## src/rtl/ram_dump_pkg.sv

```systemverilog
// Shared types and helpers for the RAM dump transmitter.
// States, ASCII line-end constants and nibble-to-hex conversion.
package ram_dump_pkg;

    typedef enum logic [2:0] {
        IDLE,
        READ,
        LATCH,
        SEND,
        GUARD,
        WAITTX,
        FINISH
    } state_t;

    localparam logic [7:0] ASCII_CR = 8'h0D;
    localparam logic [7:0] ASCII_LF = 8'h0A;

    function automatic logic [7:0] nib2ascii(input logic [3:0] n);
        if (n < 4'd10) return 8'h30 + {4'h0, n};
        return 8'h37 + {4'h0, n};
    endfunction

endpackage

```

## src/rtl/hex2ascii.sv

```systemverilog
// Combinational nibble to uppercase ASCII hex digit.
// Used only by the hex output mode of ram_dump_tx.
module hex2ascii
    import ram_dump_pkg::*;
(
    input  logic [3:0] nib,
    output logic [7:0] chr
);

    assign chr = nib2ascii(nib);

endmodule

```

## src/rtl/ram_dump_tx.sv

```systemverilog
// Dumps LEN bytes of a synchronous RAM to a serial transmitter.
// Define RAM_DUMP_HEX_ASCII_EN to send bytes as ASCII hex plus CR/LF.
module ram_dump_tx
    import ram_dump_pkg::*;
#(
    parameter int AW  = 4,
    parameter int LEN = 16
) (
    input  logic          clk,
    input  logic          rstn,
    input  logic          go,
    output logic [AW-1:0] ram_addr,
    input  logic [7:0]    ram_data,
    output logic          tx_start,
    output logic [7:0]    tx_data,
    input  logic          tx_ready,
    output logic          busy,
    output logic          done
);

    localparam logic [AW:0] LAST = (AW+1)'(LEN - 1);

    state_t      state, state_n;
    logic [AW:0] cnt, cnt_n;
    logic [7:0]  byte_q, byte_n;
    logic        last_byte;

    assign last_byte = (cnt == LAST);

`ifdef RAM_DUMP_HEX_ASCII_EN
    // ph: 0 high nibble, 1 low nibble, 2 CR, 3 LF
    logic [1:0] ph, ph_n;
    logic [3:0] nib;
    logic [7:0] hex_chr;
    logic [7:0] chr;

    assign nib = ph[0] ? byte_q[3:0] : byte_q[7:4];

    hex2ascii u_hex2ascii (
        .nib (nib),
        .chr (hex_chr)
    );

    assign chr = ph[1] ? (ph[0] ? ASCII_LF : ASCII_CR) : hex_chr;
    assign tx_data = (rstn && state == SEND) ? chr : 8'h00;
`else
    assign tx_data = rstn ? byte_q : 8'h00;
`endif

    assign ram_addr = rstn ? cnt[AW-1:0] : '0;
    assign tx_start = rstn && (state == SEND) && tx_ready;
    assign busy     = rstn && (state != IDLE);
    assign done     = rstn && (state == FINISH);

    always_ff @(posedge clk) begin
        if (!rstn) begin
            state  <= IDLE;
            cnt    <= '0;
            byte_q <= 8'h00;
`ifdef RAM_DUMP_HEX_ASCII_EN
            ph     <= 2'd0;
`endif
        end else begin
            state  <= state_n;
            cnt    <= cnt_n;
            byte_q <= byte_n;
`ifdef RAM_DUMP_HEX_ASCII_EN
            ph     <= ph_n;
`endif
        end
    end

    always_comb begin
        state_n = state;
        cnt_n   = cnt;
        byte_n  = byte_q;
`ifdef RAM_DUMP_HEX_ASCII_EN
        ph_n    = ph;
`endif
        unique case (state)
            IDLE: begin
                if (go) begin
                    state_n = READ;
                    cnt_n   = '0;
                end
            end
            READ: state_n = LATCH;
            LATCH: begin
                byte_n  = ram_data;
                state_n = SEND;
`ifdef RAM_DUMP_HEX_ASCII_EN
                ph_n    = 2'd0;
`endif
            end
            SEND: begin
                if (tx_ready) state_n = GUARD;
            end
            // tx_ready still shows the pre-accept value here
            GUARD: state_n = WAITTX;
            WAITTX: begin
                if (tx_ready) begin
`ifdef RAM_DUMP_HEX_ASCII_EN
                    unique case (ph)
                        2'd0: begin
                            ph_n    = 2'd1;
                            state_n = SEND;
                        end
                        2'd1: begin
                            if (last_byte) begin
                                ph_n    = 2'd2;
                                state_n = SEND;
                            end else begin
                                cnt_n   = cnt + (AW+1)'(1);
                                state_n = READ;
                            end
                        end
                        2'd2: begin
                            ph_n    = 2'd3;
                            state_n = SEND;
                        end
                        2'd3: state_n = FINISH;
                    endcase
`else
                    if (last_byte) begin
                        state_n = FINISH;
                    end else begin
                        cnt_n   = cnt + (AW+1)'(1);
                        state_n = READ;
                    end
`endif
                end
            end
            FINISH: state_n = IDLE;
            default: state_n = IDLE;
        endcase
    end

endmodule
```

## config.mk

```make
export PLATFORM = sky130hd
export DESIGN_NAME = ram_dump_tx
export DESIGN_NICKNAME = d
export VERILOG_FILES = /design/src/rtl/ram_dump_pkg.sv /design/src/rtl/hex2ascii.sv /design/src/rtl/ram_dump_tx.sv
export SDC_FILE = /design/constraint.sdc
export NUM_CORES = 1
export LEC_CHECK = 0
export ABC_AREA = 1
export BUFFER_PORTS_ARGS = -buffer_cell sky130_fd_sc_hd__buf_2
export CORE_MARGIN = 1.5
export CORE_UTILIZATION = 50
export CTS_BUF_LIST = sky130_fd_sc_hd__clkbuf_4
export DETAILED_ROUTE_END_ITERATION = 10
export PLACE_DENSITY = 0.77
export SLEW_MARGIN = 40
export SYNTH_ARGS = -nofsm -noshare
export SYNTH_HDL_FRONTEND = slang
export SYNTH_SLANG_ARGS = --single-unit
```

## constraint.sdc

```tcl
create_clock -name clk -period 2.04 [get_ports clk]
set_input_delay 0.408 -clock clk [delete_from_list [all_inputs] [get_ports clk]]
set_output_delay 0.408 -clock clk [all_outputs]
set_load 0.005 [all_outputs]
```

### Word level (Yosys, flattened, before mapping)

Index checks and enable logic that the tools add are counted.

* add/subtract/negate cells: 1
* equal/unequal tests: 11
* multiplexer cells: 11
* reduce and logical (&&, ||, !) cells: 9

Operators with widths (count)
* case mux 3 bit (6 select lines): 1
* two-way mux 5 bit: 3
* two-way mux 3 bit: 4
* case mux 5 bit (2 select lines): 1
* equality test 3 bit, second input constant: 3
* two-way mux 8 bit: 1
* inequality test 2 bit, second input constant: 4
* equality test 3 x 2 -> 1 bit, second input constant: 2
* adder 5 x 1 -> 5 bit, second input constant: 1
* equality test 5 x 4 -> 1 bit, second input constant: 1
* logical AND 1 bit: 4
* two-way mux 4 bit: 1
* AND reduction 4 bit: 1
* equality test 3 x 1 -> 1 bit, second input constant: 1
* zero test 3 bit: 1
* AND reduction 3 bit: 1
* nonzero test 3 bit: 1
* nonzero test 2 bit: 1

* bits in registers: 16
* input bits: 12
* output and inout port bits: 15

### Depth between registers and ports, before layout

Gate-level depths: netlist of the first run.

* word-level depth: 4
* mapped depth: 12

### Worst setup path after synthesis of the first run

Ideal clock, no wire load.

* kind: register to register
* start: register cnt[0]
* end: register cnt[0]
* arrival: 1322 ps
* data required time: 1928 ps
* setup slack: 605 ps
* cell stages (with the launch flop): 13
* period minus slack after synthesis: 1435 ps
* cell sequence: dfxtp_1 -> ha_1 -> inv_1 -> nor3_1 -> ha_1 -> inv_1 -> nand2_1 -> nor2_1 -> nor2_1 -> nor2_2 -> nand2_1 -> nand2_1 -> nor2_1

* word-level cells in the longest chain between the ends: 4

RTL lines
* from (decl): RTL line ram_dump_tx.sv:24 `logic [AW:0] cnt, cnt_n;`
* from (signal assigned): RTL line ram_dump_tx.sv:65 `cnt <= cnt_n;`
* adder 5 x 1 -> 5 bit: RTL line ram_dump_tx.sv:127 `cnt_n = cnt + (AW+1)'(1);`
* two-way mux 5 bit: RTL line ram_dump_tx.sv:124 `if (last_byte) begin`
* two-way mux 5 bit: RTL line ram_dump_tx.sv:101 `if (tx_ready) begin`
* case mux 5 bit (2 select lines): RTL line ram_dump_tx.sv:80 `unique case (state)`

Several ways; a longest one is shown, not always the timed one. The select of a mux whose other input is x is not followed.
A chain may end at the register's enable or synchronous reset.

### Worst setup path after layout of the first run

* start: register cnt[0]
* end: register cnt[2]

The elaborated chain is that of the path after synthesis.

==> results.py, run 1 <==
metrics = {
    "timing": {
        "finalClockSkew_ns": 0.002827,
        "rsz0062_at_grt": "false",
        "finalSetupTns_ns": 0,
        "hold_viol": 0,
        "finalCritPeriodShare": 0.8157,
        "slew_violations": 0,
        "worst_pin_slew_ns": 0.3078,
        "relSlewSlack": 0.7945,
        "fin_crit_ns": 1.664,
        "final-setup-viol-count": 0,
        "max_freq_mhz": 600.9,
    },
    "floorplanning": {
        "io-pin-count": 27,
        "die_area_mm2": 0.002111,
        "die_y_um": 45.95,
        "die_w_um": 45.95,
        "core_area_mm2": 0.001727,
        "start_util": 0.5341,
        "num_rows": 15,
    },
    "grt": {
        "grt_overflow": 0,
        "grt_max_degree": 23,
        "grt_usage": 0.1919,
        "antenna_found_initial": 0,
        "grt_pass1_wl_mm": 2.953,
        "grt_pass1_vias": 733,
    },
    "critical_path": {
        "path_max_fanout": 6,
        "ff2ff_path_depth": 10,
        "cp-start-kind": "register",
        "worstPathArrival_ns": 1.89,
        "cp-end-kind": "register",
        "critical_path_class": "register to register",
        "r2r_slack_ns": 0.38,
        "cp.required_ns": 2.27,
        "r2r_end": "cnt[2]$_SDFFE_PN0P_",
        "crit-reg2reg-launch": "cnt[0]$_SDFFE_PN0P_",
    },
    "drt": {
        "via_per_inst": 4.794,
        "antenna_left": 0,
        "m1WireLength_um": 873,
        "drt_pre_antenna_iters": 5,
        "num_vias": 954,
        "wl_met2_um": 884,
        "wire_per_inst_um": 9.467,
        "routed.top_layer": "met4",
        "drc": 0,
        "routed_wl_mm": 1.884,
        "dr_wl_met3_um": 95,
        "drt_iter0_drc": 14,
    },
    "power_and_ir_drop": {
        "p_int_w": 0.0004731,
        "power_switching_w": 0.0002250,
        "p_leak_nw": 0.5961,
        "pwr-share-comb": 0.232,
        "clockPowerShare": 0.252,
        "max-vdd-ir-drop_v": 0.0004304,
        "switching_share": 0.3223,
        "seq_power_share": 0.516,
        "powerDensity_mw_per_mm2": 637.7,
    },
    "placement": {
        "dpl_cell_area_mm2": 0.001069,
        "io_buffers": 26,
        "place_congestion": 0.9225,
        "dp_hpwl_mm": 1.426,
    },
    "cts": {
        "cts_hold_buffers": 0,
        "root_buffer": "clkbuf_4",
        "clock_latency_ns": 0.29,
        "path_clk_slew_ns": 0.10,
        "cts_max_path_buffers": 2,
        "cts_tree": "built",
        "cts_sinks": 16,
        "cts_buffers": 3,
        "ctsResizeCount": 0,
        "cts_setup_buffers": 0,
        "htreeDepth": 1,
    },
    "logic_synthesis": {
        "yosysSeqAreaShare": 0.3474,
        "ys_async_sr_fraction": 0,
        "netlist_area_um2": 922.1,
        "syn-num-nets": 161,
        "ys.warnings.count": 0,
        "yosysTopAreaCellShare": 0.3474,
        "synthCells": 147,
        "synth_common_cells": "nand2_1 (38), inv_1 (29), dfxtp_1 (16), a21oi_1 (14), o21ai_0 (10)",
        "avgSynthCellArea_um2": 6.273,
        "synthFlopType": "dfxtp_1",
        "synth_largest_area_cell": "dfxtp_1",
        "yosysMostFrequentCell": "nand2_1",
        "ys_seq_elements": 16,
        "netlist-cell-type-count": 18,
        "synth_edf_count": 0,
        "ys_top_cells_by_area": "dfxtp_1 (35%), nand2_1 (15%), inv_1 (12%)",
    },
    "min_path": {
        "holdCritStartpoint": "ram_data[5]",
        "hp-class": "input pin to register",
        "hold-path-endpoint": "byte_q[5]$_SDFFE_PN0P_",
        "min_path_cells": 3,
    },
    "layout": {
        "drive_above_1_share": 0.2299,
        "area_delta_synth_final_pct": 18.72,
        "antenna_cells": 0,
        "nNetsFinal": 189,
        "fin_util": 0.6341,
        "fin_area_mm2": 0.001095,
    },
    "run": {
        "max-cap-violations": 0,
    },
    "outcome": {
        "status": "finished clean",
    },
}
[worst max-delay path, cell delays in order, from the launching register on]
cell     delay, ns
dfxtp_1       0.44
ha_1          0.20
inv_1         0.06
nor3_1        0.15
ha_1          0.20
nor2_1        0.06
nand2_1       0.09
nand2_1       0.09
nand3_2       0.12
nand2_1       0.06
a21oi_1       0.14
[cells by family after synthesis]
| logic type | after synthesis | synth area share |
|---|---|---|
| simple gates | 67 | 0.3256 |
| buf+inv | 37 | 0.1628 |
| compound gates | 25 | 0.1371 |
| flops | 16 | 0.3474 |
| fa+ha+maj | 2 | 0.02713 |
[metal layers]
| metal | up-vias | GRT usage |
|---|---|---|
| li1 | 512 | - |
| met1 | 410 | 0.2488 |
| met2 | 28 | 0.3111 |
| met3 | 4 | 0.02381 |
| met4 | 0 | 0.09143 |
| met5 | - | 0 |
[sequential cells by signal, indices dropped and copies added (netlist names)]
signal,count
cnt,5
byte_q,8
state,3
[through the flow]
step / instances / hold WS, ns / total power, W / setup slack (ns)
2_1_floorplan: 147 / 0.4240 / 0.0004845 / 0.6054
3_3_place_gp: 195 / 0.4301 / 0.0005258 / 0.4840
3_5_place_dp: 195 / 0.4351 / 0.0005299 / 0.4122
4_1_cts: 199 / 0.3858 / 0.0007064 / 0.3858
5_1_grt: 199 / 0.4075 / 0.0007473 / 0.1851
6_report: 199 / 0.3886 / 0.0006982 / 0.3759
[power by group through the flow]
| stage | Clock (W) | Combinational [W] | Sequential, W |
|---|---|---|---|
| 4_1_cts | 0.000183 | 0.000163 | 0.000361 |
| 3_5_place_dp | 0 | 0.000162 | 0.000368 |
| 6_report | 0.000176 | 0.000162 | 0.000360 |
| 3_3_place_gp | 0 | 0.000159 | 0.000366 |
| 5_1_grt | 0.000197 | 0.000186 | 0.000364 |
| 2_1_floorplan | 0 | 0.000127 | 0.000358 |
[placed cells by master (no fill, tap or decap), drive strengths merged]
| master | instances |
|---|---|
| clkbuf | 3 |
| nor2 | 11 |
| a21oi | 14 |
| dfxtp | 16 |
| clkinv | 1 |
| inv | 32 |
| nand4 | 3 |
| o21ai | 10 |
| ha | 2 |
| buf | 28 |
| nor3 | 3 |
| nand2 | 39 |
| nand3 | 10 |
| a31oi | 1 |
| nand3b | 1 |
[final cells by class]
cell class | instances | area, um^2
sequential | 16 | 320.3
clock buffer | 3 | 22.52
multi-input combinational | 94 | 451.7
clock inverter | 1 | 3.754
inverter | 32 | 120.1
fill | 182 | 631.9
timing repair buffer | 28 | 145.1
tap | 25 | 31.28
[worst max-delay path by stage]
stage,depth (start not counted),slack (ns),end,start
global route,10,0.19,cnt[3]$_SDFFE_PN0P_,cnt[0]$_SDFFE_PN0P_
floorplan,12,0.61,cnt[0]$_SDFFE_PN0P_,cnt[0]$_SDFFE_PN0P_
CTS,10,0.39,cnt[2]$_SDFFE_PN0P_,cnt[0]$_SDFFE_PN0P_
global placement,12,0.48,cnt[0]$_SDFFE_PN0P_,cnt[0]$_SDFFE_PN0P_
detailed placement,11,0.41,cnt[4]$_SDFFE_PN0P_,cnt[0]$_SDFFE_PN0P_
finish,10,0.38,cnt[2]$_SDFFE_PN0P_,cnt[0]$_SDFFE_PN0P_
Note: power is estimated with default switching activity, not from simulation.
==> run 2: changes to the inputs <==
--- a/config.mk
+++ b/config.mk
@@ -8,10 +8,10 @@
 export ABC_AREA = 1
 export BUFFER_PORTS_ARGS = -buffer_cell sky130_fd_sc_hd__buf_2
 export CORE_MARGIN = 1.5
-export CORE_UTILIZATION = 50
+export CORE_UTILIZATION = 47
 export CTS_BUF_LIST = sky130_fd_sc_hd__clkbuf_4
 export DETAILED_ROUTE_END_ITERATION = 10
-export PLACE_DENSITY = 0.77
+export PLACE_DENSITY = 0.75
 export SLEW_MARGIN = 40
 export SYNTH_ARGS = -nofsm -noshare
 export SYNTH_HDL_FRONTEND = slang
==> constraint.sdc (replaced) <==
create_clock -name clk -period 1.35 [get_ports clk]
set_input_delay 0.27 -clock clk [delete_from_list [all_inputs] [get_ports clk]]
set_output_delay 0.27 -clock clk [all_outputs]
set_load 0.005 [all_outputs]
==> run 2 against run 1 <==
The run now ends with negative setup slack left. Sequential share of layout area is 4.5 points lower. Worst hold slack worse by 0.15 ns. Register-to-register slack worse by 0.58 ns. Via count is 12% higher. Clock-buffer cell count stayed put. Design area is 23% higher. Final cell count is 7.5% higher. Sequential power is 51% higher. Clock power is 59% higher.
==> results.py, run 2 (synthesis results as in run 1) <==
metrics = {
    "outcome": {
        "status": "complete, but fails checks",
        "violations": "negative setup slack",
    },
    "critical_path": {
        "cp-end-kind": "register",
        "cp-start-kind": "register",
        "cp_slowest_cell": "dfxtp_2",
        "r2r_slack_ns": -0.20,
        "r2r_end": "cnt[0]$_SDFFE_PN0P_",
        "crit-reg2reg-launch": "cnt[1]$_SDFFE_PN0P_",
        "ff2ff_path_depth": 12,
        "critical_path_class": "register to register",
        "cpMostUsedCell": "nor2_2",
        "cp.required_ns": 1.55,
        "cpPeakStageDelay_ns": 0.35,
        "cpLargestDelayFamily": "simple AND/OR/NAND/NOR gates",
        "worstPathArrival_ns": 1.75,
        "path_max_fanout": 4,
        "crit_chain": "ha_4, inv_2, nor3_2, ha_2, inv_2, nand2_2, nor2_2, nor2_1, nor2_2, nand2_1, nand2_1, nor2_2",
        "crit_buf_inv": 2,
    },
    "grt": {
        "grt_max_degree": 17,
        "grt_overflow": 0,
        "grt_pass1_vias": 868,
        "grt_pass1_wl_mm": 3.691,
        "antenna_found_initial": 0,
        "grt_usage": 0.2350,
    },
    "floorplanning": {
        "start_util": 0.5172,
        "die_area_mm2": 0.002237,
        "die_y_um": 47.30,
        "num_rows": 15,
        "die_w_um": 47.30,
        "core_area_mm2": 0.001783,
        "io-pin-count": 27,
    },
    "min_path": {
        "hp-class": "input pin to register",
        "hold-path-endpoint": "byte_q[1]$_SDFFE_PN0P_",
        "holdCritStartpoint": "ram_data[1]",
        "min_path_cells": 3,
    },
    "timing": {
        "relSlewSlack": 0.7534,
        "max_freq_mhz": 644.2,
        "rsz0062_at_grt": "true",
        "worst_pin_slew_ns": 0.3695,
        "fin_crit_ns": 1.552,
        "slew_violations": 0,
        "final-setup-viol-count": 11,
        "setup_ws_ns": -0.2024,
        "finalClockSkew_ns": 0.01058,
        "hold_viol": 0,
        "finalCritPeriodShare": 1.150,
    },
    "run": {
        "max-cap-violations": 0,
    },
    "layout": {
        "mostFrequentLayoutCells": "nand2_1 (32), inv_1 (26), buf_2 (26)",
        "area_delta_synth_final_pct": 46.40,
        "fin_area_mm2": 0.001350,
        "top_register": "byte_q",
        "fillers": 131,
        "mostFrequentLayoutCell": "nand2_1",
        "antenna_cells": 0,
        "drive_above_1_share": 0.4339,
        "largest_reg_flops": 8,
        "top_regs": "byte_q x8, cnt x5, state x3",
        "nNetsFinal": 204,
        "stdcell_count": 214,
    },
    "cts": {
        "cts_max_path_buffers": 2,
        "cts_hold_buffers": 0,
        "cts_sinks": 16,
        "cts_tree": "built",
        "cts_buffers": 3,
        "clock_latency_ns": 0.31,
        "path_clk_slew_ns": 0.11,
        "htreeDepth": 1,
        "root_buffer": "clkbuf_4",
    },
    "drt": {
        "wire_per_inst_um": 12.68,
        "drt_pre_antenna_iters": 4,
        "drc": 0,
        "via_per_inst": 5.009,
        "drt_iter0_drc": 25,
        "routed_wl_mm": 2.714,
        "antenna_left": 0,
        "num_vias": 1072,
    },
    "power_and_ir_drop": {
        "powerDensity_mw_per_mm2": 886.4,
        "max-vdd-ir-drop_v": 0.0008171,
        "p_leak_nw": 0.6892,
        "power_w": 0.001197,
    },
    "placement": {
        "io_buffers": 26,
        "dpl_cell_area_mm2": 0.001156,
        "pre_cts_slack_ns": -0.1707,
        "placed_cells": 202,
        "dp_hpwl_mm": 1.672,
        "place_congestion": 0.9539,
    },
}
==> run 2: cell types whose count changed in the layout (fill, tap and decap cells not counted), moves of 4 or more <==
cell     delta
nand2_2     +5
nand2_1     -6
dfxtp_1     -5
buf_4      +11
nor2_1      -4
==> run 2: layout make-up <==
| class | instances | area, um^2 | share of cell area |
|---|---|---|---|
| Tap cell | 25 | 31.28 | 0.02317 |
| Inverter | 32 | 127.6 | 0.09453 |
| Sequential cell | 16 | 334.1 | 0.2475 |
| Clock inverter | 1 | 3.754 | 0.002780 |
| Timing Repair Buffer | 43 | 281.5 | 0.2085 |
| Clock buffer | 3 | 22.52 | 0.01668 |
| Multi-Input combinational cell | 94 | 549.3 | 0.4069 |
==> run 2: tightest hold or removal path, cell delays in order <==
cell and delay, ns:
buf_2 0.07, o21ai_0 0.07, a21oi_1 0.10
==> run 2: worst max-delay path by stage <==
stage	end	cells after the start	startpoint	slack (ns)
finish	cnt[0]$_SDFFE_PN0P_	12	cnt[1]$_SDFFE_PN0P_	-0.20
global route	cnt[0]$_SDFFE_PN0P_	12	cnt[1]$_SDFFE_PN0P_	-0.29
detailed placement	cnt[0]$_SDFFE_PN0P_	11	cnt[1]$_SDFFE_PN0P_	-0.17
CTS	cnt[0]$_SDFFE_PN0P_	11	cnt[1]$_SDFFE_PN0P_	-0.15
global placement	cnt[0]$_SDFFE_PN0P_	11	cnt[1]$_SDFFE_PN0P_	-0.14
floorplan	cnt[0]$_SDFFE_PN0P_	11	cnt[0]$_SDFFE_PN0P_	-0.003
==> run 2: through the flow <==
step / TNS (ns) / hold WS, ns / utilization
2_1_floorplan: -0.002585 / 0.4240 / -
3_5_place_dp: -0.6507 / 0.4337 / 0.6484
3_3_place_gp: -0.6112 / 0.4297 / 0.6484
4_1_cts: -0.7879 / 0.2359 / 0.6947
5_1_grt: -2.236 / 0.2547 / 0.7572
6_report: -1.275 / 0.2353 / 0.7572
==> run 2: where the power goes <==
group	internal (W)	switching [W]	total [W]	leakage (nW)
logic	0.000161	0.000212	0.000373	0.541
registers	0.000511	0.0000324	0.000544	0.133
clock network	0.000108	0.000172	0.000280	0.0154
total	0.000780	0.000416	0.00120	0.689
==> run 2: routing by layer <==
layer	wire length, um	up-vias	share of wire	track usage
li1	-	539	-	-
met1	1127	497	0.42	0.3132
met2	1387	29	0.51	0.3703
met3	127	7	0.047	0.03077
met4	71	0	0.026	0.1167
met5	0	-	0	0
==> run 2: repair_timing <==
item,CTS,global route
pin swaps,8,17
resized for setup,12,22
buffers inserted,4,4
endpoints found under the setup margin,10,11
